`src/rtl/image_half_downsample.sv`:
```
// Halves a raster-scanned square greyscale image in both dimensions (2x2 block -> 1 pixel).
// Define IMAGE_HALF_AVG_EN for a truncated 2x2 box average; otherwise the top-left pixel is kept.
module image_half_downsample #(
    parameter int BIT_DEPTH = 8,
    parameter int NEW_WIDTH = 32
) (
    input  logic                             clk_in,
    input  logic                             rst_in,
    input  logic [BIT_DEPTH-1:0]             data_in,
    input  logic [$clog2(2*NEW_WIDTH)-1:0]   data_x_in,
    input  logic [$clog2(2*NEW_WIDTH)-1:0]   data_y_in,
    input  logic                             data_valid_in,
    output logic [BIT_DEPTH-1:0]             data_out,
    output logic [2*$clog2(NEW_WIDTH)-1:0]   data_addr_out,
    output logic                             data_valid_out
);

    localparam int XW = $clog2(2*NEW_WIDTH);
    localparam int AW = $clog2(NEW_WIDTH);
`ifdef IMAGE_HALF_AVG_EN
    localparam int LBW = BIT_DEPTH + 1;
`else
    localparam int LBW = BIT_DEPTH;
`endif

    logic [BIT_DEPTH-1:0] hold_q, hold_d;
    logic [BIT_DEPTH-1:0] data_out_q, data_out_d;
    logic [2*AW-1:0]      addr_q, addr_d;
    logic                 valid_q, valid_d;

    logic [AW-1:0]        x_half, y_half;
    logic                 lb_we;
    logic [LBW-1:0]       lb_wdata;
    logic [LBW-1:0]       lb_rd;
    logic [LBW-1:0]       linebuf [NEW_WIDTH];

    assign x_half = data_x_in[XW-1:1];
    assign y_half = data_y_in[XW-1:1];
    assign lb_rd  = linebuf[x_half];

`ifdef IMAGE_HALF_AVG_EN
    logic [BIT_DEPTH:0]   hsum;
    logic [BIT_DEPTH+1:0] total;
    assign hsum     = {1'b0, hold_q} + {1'b0, data_in};
    assign total    = {1'b0, lb_rd} + {1'b0, hsum};
    assign lb_wdata = hsum;
`else
    assign lb_wdata = hold_q;
`endif

    always_comb begin
        hold_d     = hold_q;
        data_out_d = data_out_q;
        addr_d     = addr_q;
        valid_d    = 1'b0;
        lb_we      = 1'b0;
        if (data_valid_in) begin
            if (!data_x_in[0]) begin
                hold_d = data_in;
            end else if (!data_y_in[0]) begin
                lb_we = 1'b1;
            end else begin
                valid_d = 1'b1;
                addr_d  = {y_half, x_half};
`ifdef IMAGE_HALF_AVG_EN
                data_out_d = total[BIT_DEPTH+1:2];
`else
                data_out_d = lb_rd;
`endif
            end
        end
    end

    always_ff @(posedge clk_in or posedge rst_in) begin
        if (rst_in) begin
            hold_q     <= '0;
            data_out_q <= '0;
            addr_q     <= '0;
            valid_q    <= 1'b0;
        end else begin
            hold_q     <= hold_d;
            data_out_q <= data_out_d;
            addr_q     <= addr_d;
            valid_q    <= valid_d;
        end
    end

    // Line buffer carries even-row partial results to the odd row; no reset needed.
    always_ff @(posedge clk_in) begin
        if (lb_we) begin
            linebuf[x_half] <= lb_wdata;
        end
    end

    assign data_out       = data_out_q;
    assign data_addr_out  = addr_q;
    assign data_valid_out = valid_q;

endmodule

```
`config.mk`:
```
export PLATFORM = sky130hd
export DESIGN_NAME = image_half_downsample
export DESIGN_NICKNAME = d
export VERILOG_FILES = /design/src/rtl/image_half_downsample.sv
export SDC_FILE = /design/constraint.sdc
export NUM_CORES = 1
export LEC_CHECK = 0
export ABC_CLOCK_PERIOD_IN_PS = 3350
export BUFFER_PORTS_ARGS = -buffer_cell sky130_fd_sc_hd__buf_2
export CAP_MARGIN = 20
export CORE_UTILIZATION = 35
export DETAILED_ROUTE_END_ITERATION = 7
export GPL_TIMING_DRIVEN = 0
export PLACE_DENSITY = 0.59
export SYNTH_ARGS = -nofsm -noshare
export SYNTH_HDL_FRONTEND = slang
export SYNTH_SLANG_ARGS = --single-unit
```
`constraint.sdc`:
```
create_clock -name clk_in -period 3.35 [get_ports clk_in]
set_input_delay 0 -clock clk_in [delete_from_list [all_inputs] [get_ports clk_in]]
set_output_delay 0 -clock clk_in [all_outputs]
set_load 0.05 [all_outputs]
```
Word level (Yosys, flattened, before mapping)
Memory sizes are Yosys's and may differ from the RTL's. A register that Yosys moved wholly into a read port is not among the register bits.
Cells that the tools add are included.
- mux-type cells: 8
- bitwise operators: 1
- reductions and logical operators: 2
- operators by type and width (cell ; count):
    $mux 1 ; 8
    $reduce_and 3->1 ; 1
    $reduce_and 2->1 ; 1
    $not 1->1 ; 1
- bits in writable memories: 256
- output and inout port bits: 19
- logic and storage cells: 15
- bits of input ports: 23
- memories: 1
- register bits after elaboration: 19
- memories (name ; depth ; width ; read ports ; clocked after memory_dff ; wr ports ; line ; text):
    linebuf ; 32 ; 8 ; 1 ; 1 ; 1 ; 35 ; logic [LBW-1:0] linebuf [NEW_WIDTH];

Longest topological paths before layout
Gate-level depths: netlist (run 1).
- depth in word-level cells: 5
- mapped depth: 8
- mapped depth without buffers: 5

Worst setup path after synthesis (run 1)
Ideal clock, no wire load.
- path kind: input port to flip-flop
- start point: input data_x_in[1]
- end point: memory linebuf[9][0] in the netlist's numbering, enable pin
- setup time: 0.383 ns
- arrival time: 1.762 ns
- data required time: 2.967 ns
- path buffers: 4
- path slack: 1.204 ns
- stages on the path: 7
- cells stage by stage: buf_2 > buf_4 > buf_4 > buf_2 > and2b_1 > nand2_1 > nor3_1
- RTL lines (item ; line ; text):
    from (decl) ; 10 ; input logic [$clog2(2*NEW_WIDTH)-1:0] data_x_in,
    to (decl) ; 35 ;
Straight into the memory's write port.

Worst setup path in the final report (run 1)
- start point: input data_x_in[1]
- end point: memory linebuf[11][1] in the netlist's numbering, enable pin
Straight into the memory's write port.

==> metrics.yaml, run 1 <==
power_and_ir_drop:
  power.share.switching: 0.2263
  powerDensity_mw_per_mm2: 600.6
  vdd_drop_max_v: 0.0002374
  p_int_mw: 6.038
  comb_power_share: 0.093
  clkPwrFrac: 0.382
  leakagePower_nw: 4.390
  pwr-share-seq: 0.525
  p_switching_mw: 1.766
  total_power_mw: 7.804
global_route:
  gr-usage-all-layers: 0.1623
  antenna_found_initial: 2
  grt_pass1_wl_um: 38800
  grt_pass1_vias: 5970
  grt_max_degree: 34
  gr-total-overflow: 0
logic_synthesis:
  synth.top_cell.area_share: 0.6975
  syn_avg_cell_area_sq_um: 18.74
  synth_fa_ha_area_frac: 0
  netlist_top_cells_area: "edfxtp_1, mux4_2, dfrtp_1"
  syn-num-nets: 611
  synth_common_cells: "edfxtp_1, mux2i_1, nor2_1"
  synth-simple-area-share: 0.05267
  ys_seq_area_frac: 0.7588
  synth-compound-area-share: 0.03247
  synth-seq-cells: 283
  synth_edf_count: 256
  yosysMostFrequentCell: "edfxtp_1"
  syn_inst: 588
  yosysWarnings: 0
  yosys.cell_types.count: 43
  syn-cell-area_sq_mm: 0.01102
  synth_top_area_cell: "edfxtp_1"
  synthXorXnorAreaFrac: 0
  synth_top_family_by_area: "multiplexers"
  synth-main-ff-cell: "edfxtp_1"
  synth.area.mux_share: 0.1401
  async_flop_share: 0.09541
worst_setup_path:
  cp_data_arrival_time_ns: 2.64
  critPathKind: "in -> reg"
  cp-end-kind: "flop"
  cp_max_fo: 10
  r2r-end: "data_out[3]"
  crit_required_ns: 3.59
  r2r_start: "linebuf[3][3]"
  r2r_cells: 4
  rrSetupSlack_ns: 1.31
  startpoint_type: "input pin"
job:
  cap_violations: 0
timing:
  final_max_slew_viol_count: 0
  rsz0062_at_grt: "false"
  whs_ns: -0.007782
  finClkSkew_ns: 0.01465
  timing.slew.headroom: 0.3214
  layout_worst_path_cycle_share: 0.7179
  fin_setup_tns_ns: 0
  finalCriticalPeriod_ns: 2.405
  fmax_mhz: 415.8
  setup_viol: 0
  tightest_slew_ns: 1.016
  hold_viol_final: 7
cells_and_area:
  nets: 705
  fill_cells: 2737
  area_delta_synth_final_pct: 17.89
  layout-drive-gt1-share: 0.2336
detailed_routing:
  dr.first_iter.drc_count: 624
  drc: 0
  firstDrtPassIters: 5
  vias: 5844
  ant_nets: 0
  wl_per_cell_um: 23.42
  drt_wl_total_um: 25740
  vias_per_cell: 5.318
floorplan:
  die_y_um: 179.5
  start_util: 0.3584
  die_x_um: 179.5
  row_count: 64
  core_sq_mm: 0.03075
  io_pins: 42
  die-area_sq_mm: 0.03220
hold_path:
  min_path_type: "in -> async"
place:
  dp_hpwl_um: 17200
  gp_congestion: 0.8554
  portBuffers: 39
clock_network:
  cts_root_buf: "clkbuf_16"
  post-cts-setup-buffer-count: 0
  clk_pin_slew_ns: 0.06
  htreeDepth: 1
  clkSinkCount: 283
  cts_tree: "yes"
  clk_latency_ns: 0.53
  cts_buffers: 27
  cts_buffer_depth: 3
run_status:
  outcome: "complete, but fails checks"
  violations: "negative hold slack"
## timing repair
| action | CTS | global route |
|---|---|---|
| hold buffers | 14 | 0 |
| endpoints found under the hold margin | 40 | 0 |
| gates resized for setup | 0 | 0 |
## flip-flops by register name, summed over array words and instances (netlist names)
register / cells
linebuf: 256
data_addr_out: 10
data_valid_out: 1
hold_q: 8
data_out: 8
## stage by stage
stage | util | std cells | hold WS, ns | instance area (sq um) | setup WS, ns
after floorplan | - | 588 | 0.05272 | 11020 | 1.204
after global placement | 0.3809 | 1023 | 0.1964 | 11710 | 0.05132
after detailed placement | 0.3825 | 1027 | 0.2058 | 11760 | 0.3968
after CTS | 0.4153 | 1090 | 0.06761 | 12770 | 0.9502
after global routing | 0.4225 | 1098 | 0.01218 | 12990 | 0.7610
final | 0.4226 | 1099 | -0.007782 | 12990 | 0.9451
## logic make-up after synthesis
family / Yosys count
DFF: 283
and+or+nand+nor: 124
muxes: 100
AOI/OAI and AO/OA: 49
buffers and inverters: 32
## power groups by stage
stage	registers (mW)	logic (mW)	clock network, mW
2_1_floorplan	4.32	0.226	0
3_3_place_gp	4.27	0.507	0
3_5_place_dp	4.28	0.536	0
4_1_cts	4.20	0.550	3.04
5_1_grt	4.11	0.768	3.17
6_report	4.10	0.727	2.98
## placed cells by master (no fill, tap or decap), types with 3 or more instances in the layout
| master | n |
|---|---|
| o21ai_0 | 5 |
| inv_1 | 3 |
| clkbuf_8 | 3 |
| nor2b_1 | 5 |
| mux4_2 | 42 |
| edfxtp_1 | 256 |
| nand2_1 | 39 |
| nand4b_1 | 3 |
| o22ai_1 | 10 |
| a211oi_1 | 3 |
| a31oi_1 | 5 |
| nand3_1 | 9 |
| mux2_2 | 14 |
| buf_6 | 3 |
| dlygate4sd3_1 | 14 |
| a21oi_1 | 4 |
| clkbuf_1 | 16 |
| clkbuf_16 | 27 |
| a22oi_1 | 5 |
| mux2i_1 | 44 |
| buf_4 | 6 |
| nor3_1 | 5 |
| buf_2 | 53 |
| bufinv_16 | 3 |
| nor3b_1 | 3 |
| a22o_1 | 6 |
| dfrtp_1 | 27 |
| buf_16 | 9 |
| clkinv_1 | 7 |
| a221oi_1 | 3 |
| nor2_1 | 44 |
## worst max-delay path by stage
stage            startpoint  cells after the start  slack (ns)        endpoint
2_1_floorplan  data_x_in[1]                      7        1.20   linebuf[9][0]
3_3_place_gp   data_x_in[1]                      7        0.05   linebuf[8][7]
3_5_place_dp   data_x_in[2]                      7        0.40  linebuf[26][7]
4_1_cts        data_x_in[2]                      7        0.95  linebuf[26][1]
5_1_grt        data_x_in[1]                      7        0.76  linebuf[12][7]
6_report       data_x_in[1]                      7        0.95  linebuf[11][1]
## area by class of cell
| class | instances | area [sq um] | share of cell area |
|---|---|---|---|
| Antenna cell | 1 | 2.502 | 0.0001926 |
| Buffer | 29 | 165.2 | 0.01271 |
| Clock buffer | 38 | 747.0 | 0.05749 |
| Clock inverter | 11 | 121.4 | 0.009340 |
| Inverter | 3 | 11.26 | 0.0008666 |
| Multi-Input combinational cell | 273 | 2487 | 0.1914 |
| Sequential cell | 283 | 8363 | 0.6436 |
| Tap cell | 396 | 495.5 | 0.03813 |
| Timing Repair Buffer | 65 | 600.6 | 0.04622 |
## critical path: stages
cell     delay (ns)
buf_2          0.22
buf_4          0.31
buf_4          0.30
buf_2          0.31
nand3_1        0.41
nor3_1         0.79
buf_4          0.28
## metal layers
layer,vias up,wire (um),GRT usage
li1,2553,-,-
met1,3030,10530,0.2149
met2,228,12760,0.2706
met3,33,1915,0.03201
met4,0,530,0.04966
met5,-,0,0
Power figures use the tool's default switching activity.
==> inputs of run 2 (changes only) <==
--- a/config.mk
+++ b/config.mk
@@ -5,7 +5,7 @@
 export SDC_FILE = /design/constraint.sdc
 export NUM_CORES = 1
 export LEC_CHECK = 0
-export ABC_CLOCK_PERIOD_IN_PS = 3350
+export ABC_CLOCK_PERIOD_IN_PS = 2400
 export BUFFER_PORTS_ARGS = -buffer_cell sky130_fd_sc_hd__buf_2
 export CAP_MARGIN = 20
 export CORE_UTILIZATION = 35
==> constraint.sdc (replaced) <==
create_clock -name clk_in -period 2.4 [get_ports clk_in]
set_input_delay 0 -clock clk_in [delete_from_list [all_inputs] [get_ports clk_in]]
set_output_delay 0 -clock clk_in [all_outputs]
set_load 0.05 [all_outputs]
==> metrics.yaml, run 2 (synthesis gave the netlist of run 1 again) <==
clock_network:
  cts_buffers: 27  # unchanged
  clk_pin_slew_ns: 0.06  # about the same
  htreeDepth: 1  # unchanged
  cts_tree: "yes"  # unchanged
  clk_latency_ns: 0.53  # about the same
  cts_root_buf: "clkbuf_16"  # unchanged
  cts_buffer_depth: 3  # unchanged
  clkSinkCount: 283  # unchanged
power_and_ir_drop:
  comb_power_share: 0.094  # was 0.093
  p_switching_mw: 2.469  # was 1.766 mW
  powerDensity_mw_per_mm2: 835.3  # was 600.6 mW/mm^2
  leakagePower_nw: 4.390  # about the same
  total_power_mw: 10.90  # was 7.804 mW
  power.share.switching: 0.2265  # was 0.2263
  p_int_mw: 8.429  # was 6.038 mW
  vdd_drop_max_v: 0.0003325  # was 0.0002374 V
  pwr-share-seq: 0.525  # about the same
  clkPwrFrac: 0.382  # about the same
job:
  cap_violations: 0  # unchanged
global_route:
  gr-total-overflow: 0  # unchanged
  gr-usage-all-layers: 0.1623  # unchanged
  grt_pass1_vias: 5970  # unchanged
  grt_pass1_wl_um: 38800  # unchanged
  grt_max_degree: 34  # unchanged
  antenna_found_initial: 2  # unchanged
cells_and_area:
  top_register: "linebuf"  # unchanged
  stdcell_count: 1099  # unchanged
  final_common_cell: "edfxtp_1"  # unchanged
  fin_area_sq_mm: 0.01305  # was 0.01299 sq mm
  nets: 705  # unchanged
  largest_register_ffs: 256  # unchanged
  seq_area_sq_mm: 0.008363  # unchanged
  area_delta_synth_final_pct: 18.37  # was 17.89%
  multi_input_area_sq_mm: 0.002540  # was 0.002487 sq mm
  layout-drive-gt1-share: 0.2593  # was 0.2336
  fill_cells: 2732  # was 2,737
  layout_common_cells: "edfxtp_1, buf_2, mux2i_1, mux4_2, nand2_1"  # was edfxtp_1, buf_2, mux2i_1, nor2_1, mux4_2
worst_setup_path:
  startpoint_type: "input pin"  # unchanged
  critPathKind: "in -> reg"  # unchanged
  cp_data_arrival_time_ns: 2.58  # was 2.64 ns
  crit_required_ns: 2.55  # was 3.59 ns
  critical_path.slowest_cell: "nor2_1"  # was nor3_1
  r2r_start: "linebuf[2][3]"  # was linebuf[3][3]
  crit_chain: "buf_2 -> buf_4 -> buf_4 -> buf_2 -> and2b_1 -> nand2_1 -> nor2_1"  # was buf_2 -> buf_4 -> buf_4 -> buf_2 -> nand3_1 -> nor3_1 -> buf_4
  crit_family: "simple AND/OR/NAND/NOR gates"  # was buffers and inverters
  startpoint: "data_x_in[1]"  # unchanged
  slowest_delay_ns: 0.76  # was 0.79 ns
  path_buf_inv: 4  # was 5
  cp_max_fo: 10  # unchanged
  cp-end-kind: "flop"  # unchanged
timing:
  rsz0062_at_grt: "true"  # was false
  layout_worst_path_cycle_share: 1.013
  whs_ns: -0.006730  # was -0.007782 ns
  finalCriticalPeriod_ns: 2.430
  setup_viol: 12  # was 0
  finClkSkew_ns: 0.01750  # was 0.01465 ns
  final_max_slew_viol_count: 0  # unchanged
  hold_viol_final: 7  # unchanged
  timing.slew.headroom: 0.3247  # was 0.3214
  tightest_slew_ns: 1.011  # was 1.016 ns
  fmax_mhz: 411.5
  layout_setup_ws_ns: -0.03027  # was 0.9451 ns
floorplan:
  row_count: 64  # unchanged
  die_x_um: 179.5  # unchanged
  core_sq_mm: 0.03075  # unchanged
  io_pins: 42  # unchanged
  start_util: 0.3584  # unchanged
  die_y_um: 179.5  # unchanged
  die-area_sq_mm: 0.03220  # unchanged
detailed_routing:
  wl_per_cell_um: 23.45  # was 23.42 um
  vias: 5873  # was 5,844
  drt_wl_total_um: 25780  # was 25,740 um
  vias_per_cell: 5.344  # was 5.318
  dr.first_iter.drc_count: 574  # was 624
  firstDrtPassIters: 4  # was 5
  drc: 0  # unchanged
  ant_nets: 0  # unchanged
place:
  gp_congestion: 0.8554  # unchanged
  placed_area_sq_mm: 0.01176  # unchanged
  portBuffers: 39  # unchanged
  dp_hpwl_um: 17200  # unchanged
  dp_cells: 1027  # unchanged
run_status:
  violations: "negative hold slack, negative setup slack"  # was negative hold slack
  outcome: "complete, but fails checks"  # unchanged
hold_path:
  min_path_type: "in -> async"  # unchanged
==> run 2: routing by layer <==
layer	GRT usage	wire length (um)	up-vias
met2	0.2706	12800	208
li1	-	-	2555
met1	0.2149	10830	3077
met3	0.03201	1609	33
met5	0	0	-
met4	0.04966	546	0
==> run 2: metrics by stage <==
step / TNS, ns / setup slack (ns) / util
2_1_floorplan: 0 / 0.2545 / -
3_3_place_gp: -109.76 / -0.8987 / 0.3809
3_5_place_dp: -111.30 / -0.5532 / 0.3825
4_1_cts: 0 / 0.0002209 / 0.4153
5_1_grt: -7.754 / -0.1640 / 0.4242
6_report: -0.1906 / -0.03027 / 0.4243
==> run 2: what timing repair did <==
action,CTS,global route
endpoints found under the setup margin,0,192
hold buffers,14,0
buffers inserted,0,0
gates resized for setup,0,18
endpoints found under the hold margin,40,0
==> run 2: worst paths after layout <==
| check | depth (start not counted) | endpoint | slack [ns] |
|---|---|---|---|
| max reg2reg | 4 | data_out[3] | 0.36 |
| max in group asynchronous | 4 | data_out[2] | 1.96 |
| min | 3 | hold_q[0] | -0.007 |
| min in group clk_in | 4 | data_addr_out[1] | 0.08 |
| min reg2reg | 2 | data_addr_out[4] | 0.48 |
| max | 7 | linebuf[25][6] | -0.03 |
==> run 2: cell type report <==
| class | instances | share of cell area |
|---|---|---|
| sequential | 283 | 0.6410 |
| multi-input combinational | 273 | 0.1947 |
| clock buffer | 38 | 0.05726 |
| timing repair buffer | 65 | 0.04603 |
| tap | 396 | 0.03798 |
| buffer | 29 | 0.01266 |
| clock inverter | 11 | 0.009303 |
| inverter | 3 | 0.0008631 |
| antenna | 1 | 0.0001918 |
==> run 2: power groups by stage <==
stage               clock network, mW  registers [mW]  logic, mW
global placement                    0            5.96      0.708
global route                     4.43            5.73       1.08
finish                           4.16            5.72       1.02
detailed placement                  0            5.97      0.748
floorplan                           0            6.03      0.316
CTS                              4.24            5.86      0.768
==> run 2: worst min-delay path, delay by kind of cell <==
family / cells / cell delay [ns]
buf+inv: 3 / 0.94
==> inputs of run 3 (changes only) <==
--- a/config.mk
+++ b/config.mk
@@ -10,8 +10,9 @@
 export CAP_MARGIN = 20
 export CORE_UTILIZATION = 35
 export DETAILED_ROUTE_END_ITERATION = 7
-export GPL_TIMING_DRIVEN = 0
+export GPL_TIMING_DRIVEN = 1
 export PLACE_DENSITY = 0.59
+export REMOVE_ABC_BUFFERS = 1
 export SYNTH_ARGS = -nofsm -noshare
 export SYNTH_HDL_FRONTEND = slang
 export SYNTH_SLANG_ARGS = --single-unit
==> metrics.yaml, run 3 (synthesis gave the netlist of run 1 again) <==
detailed_routing:
  wl_met2_um: 12270  # was 12,800 um
  drc: 0  # unchanged
  vias_per_cell: 5.196  # was 5.344
  dr.first_iter.drc_count: 553  # was 574
  firstDrtPassIters: 7  # was 4
  drt_wl_total_um: 25490  # was 25,780 um
  maxUsedRoutingLayer: "met4"  # unchanged
  vias: 5908  # was 5,873
  met3_length_um: 1653  # was 1609 um
  wl_met1_um: 10980  # was 10,830 um
  wl_per_cell_um: 22.42  # was 23.45 um
  ant_nets: 0  # unchanged
worst_setup_path:
  critical_path.slowest_cell: "dlygate4sd3_1"  # was nor2_1
  critPathKind: "in -> reg"  # unchanged
  slowest_delay_ns: 0.52  # was 0.76 ns
  cp_data_arrival_time_ns: 2.45  # was 2.58 ns
  cp_max_fo: 21  # was 10
  cp-end-kind: "flop"  # unchanged
  crit_chain: "dlygate4sd3_1 -> buf_2 -> buf_4 -> mux4_2 -> mux2_2 -> a22oi_1 -> a31oi_1"  # was buf_2 -> buf_4 -> buf_4 -> buf_2 -> and2b_1 -> nand2_1 -> nor2_1
  startpoint_type: "input pin"  # unchanged
  crit_required_ns: 2.81  # was 2.55 ns
global_route:
  antenna_found_initial: 0  # was 2
  grt_max_degree: 37  # was 34
  grt_pass1_wl_um: 38740  # was 38,800 um
  gr-total-overflow: 0  # unchanged
  gr-usage-all-layers: 0.1593  # was 0.1623
  grt_pass1_vias: 6205  # was 5,970
power_and_ir_drop:
  comb_power_share: 0.094  # about the same
  clkPwrFrac: 0.377  # was 0.382
  leakagePower_nw: 4.548  # was 4.390 nW
  power.share.switching: 0.2408  # was 0.2265
  p_switching_mw: 2.580  # was 2.469 mW
  p_int_mw: 8.134  # was 8.429 mW
  powerDensity_mw_per_mm2: 812.5  # was 835.3 mW/mm^2
  vdd_drop_max_v: 0.0004647  # was 0.0003325 V
  pwr-share-seq: 0.529  # was 0.525
timing:
  finalCriticalPeriod_ns: 2.035  # was 2.430 ns
  fin_setup_tns_ns: 0  # was -0.1906 ns
  finClkSkew_ns: 0.01489  # was 0.01750 ns
  setup_viol: 0  # was 12
  final_max_slew_viol_count: 0  # unchanged
  timing.slew.headroom: 0.5035  # was 0.3247
  fmax_mhz: 491.4  # was 411.5 MHz
  rsz0062_at_grt: "false"  # was true
  layout_worst_path_cycle_share: 0.8479  # was 1.013
  tightest_slew_ns: 0.7390  # was 1.011 ns
  layout_setup_ws_ns: 0.3650  # was -0.03027 ns
  hold_viol_final: 0  # was 7
cells_and_area:
  top_register: "linebuf"  # unchanged
  largest_register_ffs: 256  # unchanged
  final_util: 0.4288  # was 0.4243
  n_antenna_cell: 0  # was 1
  stdcell_count: 1137  # was 1,099
  fin_area_sq_mm: 0.01319  # was 0.01305 sq mm
  nets: 741  # was 705
  area_delta_synth_final_pct: 19.64  # was 18.37%
  final_common_cell: "edfxtp_1"  # unchanged
  layout-drive-gt1-share: 0.2753  # was 0.2593
  layout_common_cells: "edfxtp_1, buf_4, mux2i_1, nor2_1, mux4_2"  # was edfxtp_1, buf_2, mux2i_1, mux4_2, nand2_1
  fill_cells: 2709  # was 2,732
clock_network:
  post-cts-setup-buffer-count: 0  # unchanged
  htreeDepth: 1  # unchanged
  ctsHoldBuffers: 26  # was 14
  cts_buffer_depth: 3  # unchanged
  clk_pin_slew_ns: 0.06  # about the same
  cts.repair.resized: 0  # unchanged
  clk_latency_ns: 0.54  # was 0.53 ns
  cts_buffers: 29  # was 27
  cts_root_buf: "clkbuf_16"  # unchanged
  cts_tree: "yes"  # unchanged
  clkSinkCount: 283  # unchanged
place:
  placed_area_sq_mm: 0.01206  # was 0.01176 sq mm
  dp_cells: 1056  # was 1,027
  dp_slack_ns: 0.2170  # was -0.5532 ns
  portBuffers: 41  # was 39
  gp_congestion: 0.8305  # was 0.8554
  dp_hpwl_um: 16580  # was 17,200 um
floorplan:
  io_pins: 42  # unchanged
  die_y_um: 179.5  # unchanged
  start_util: 0.3584  # unchanged
  core_sq_mm: 0.03075  # unchanged
  row_count: 64  # unchanged
  die_x_um: 179.5  # unchanged
  die-area_sq_mm: 0.03220  # unchanged
job:
  cap_violations: 0  # unchanged
hold_path:
  min_path_type: "in -> reg"  # was in -> async
run_status:
  outcome: "finished, final reports clean"  # was complete, but fails checks
-- run 3: changes by cell type in the layout (fill, tap and decap cells not counted), sizes merged --
cell         change
clkinv           +8
clkinvlp         +4
bufinv           -3
clkbuf          -13
buf             +30
inv              +1
dlygate4sd3     +12
diode            -1
-- run 3: area by class of cell --
cell class,count,area [sq um],share of cell area
multi-input cells,273,2482,0.1883
well taps,396,495.5,0.03757
flip-flops and latches,283,8363,0.6342
repair buffers,128,978.4,0.07420
clock inverters,21,115.1,0.008729
clock buffers,33,740.7,0.05617
inverters,3,11.26,0.0008540
-- run 3: layer usage --
layer	track usage	vias to the layer above
li1	-	2618
met1	0.2167	3051
met2	0.2634	194
met3	0.03019	45
met4	0.04069	0
met5	0	-
-- run 3: worst paths after layout --
path	from	endpoint	slack (ns)	cells past startpoint
max in group asynchronous	rst_in	data_out[6]	1.77	4
worst min-delay path	data_y_in[0]	data_addr_out[3]	0.04	5
worst max-delay path	data_x_in[5]	data_out[1]	0.36	7
min in group asynchronous	rst_in	hold_q[2]	0.12	3
worst min register to register	data_addr_out[0]	data_addr_out[0]	0.47	2
worst max register to register	linebuf[13][7]	data_out[7]	0.63	4
-- run 3: per-stage QoR --
stage / total power [mW] / hold WS, ns
2_1_floorplan: 6.271 / 0.05272
3_3_place_gp: 6.690 / 0.1939
3_5_place_dp: 6.728 / 0.1432
4_1_cts: 10.79 / 0.03759
5_1_grt: 11.07 / 0.08069
6_report: 10.71 / 0.03974
-- run 3: critical path, delay by kind of cell --
kind | cells | cell delay, ns
buffers and inverters | 3 | 1.41
AOI/OAI and AO/OA | 2 | 0.34
muxes | 2 | 0.69
-- run 3: power by group through the flow --
stage                     combinational [mW]  clock [mW]  sequential [mW]
final                                   1.00        4.04             5.67
after CTS                              0.989        4.11             5.69
after floorplan                        0.244           0             6.03
after global placement                 0.903           0             5.79
after detailed placement               0.936           0             5.79
after global routing                    1.07        4.33             5.68
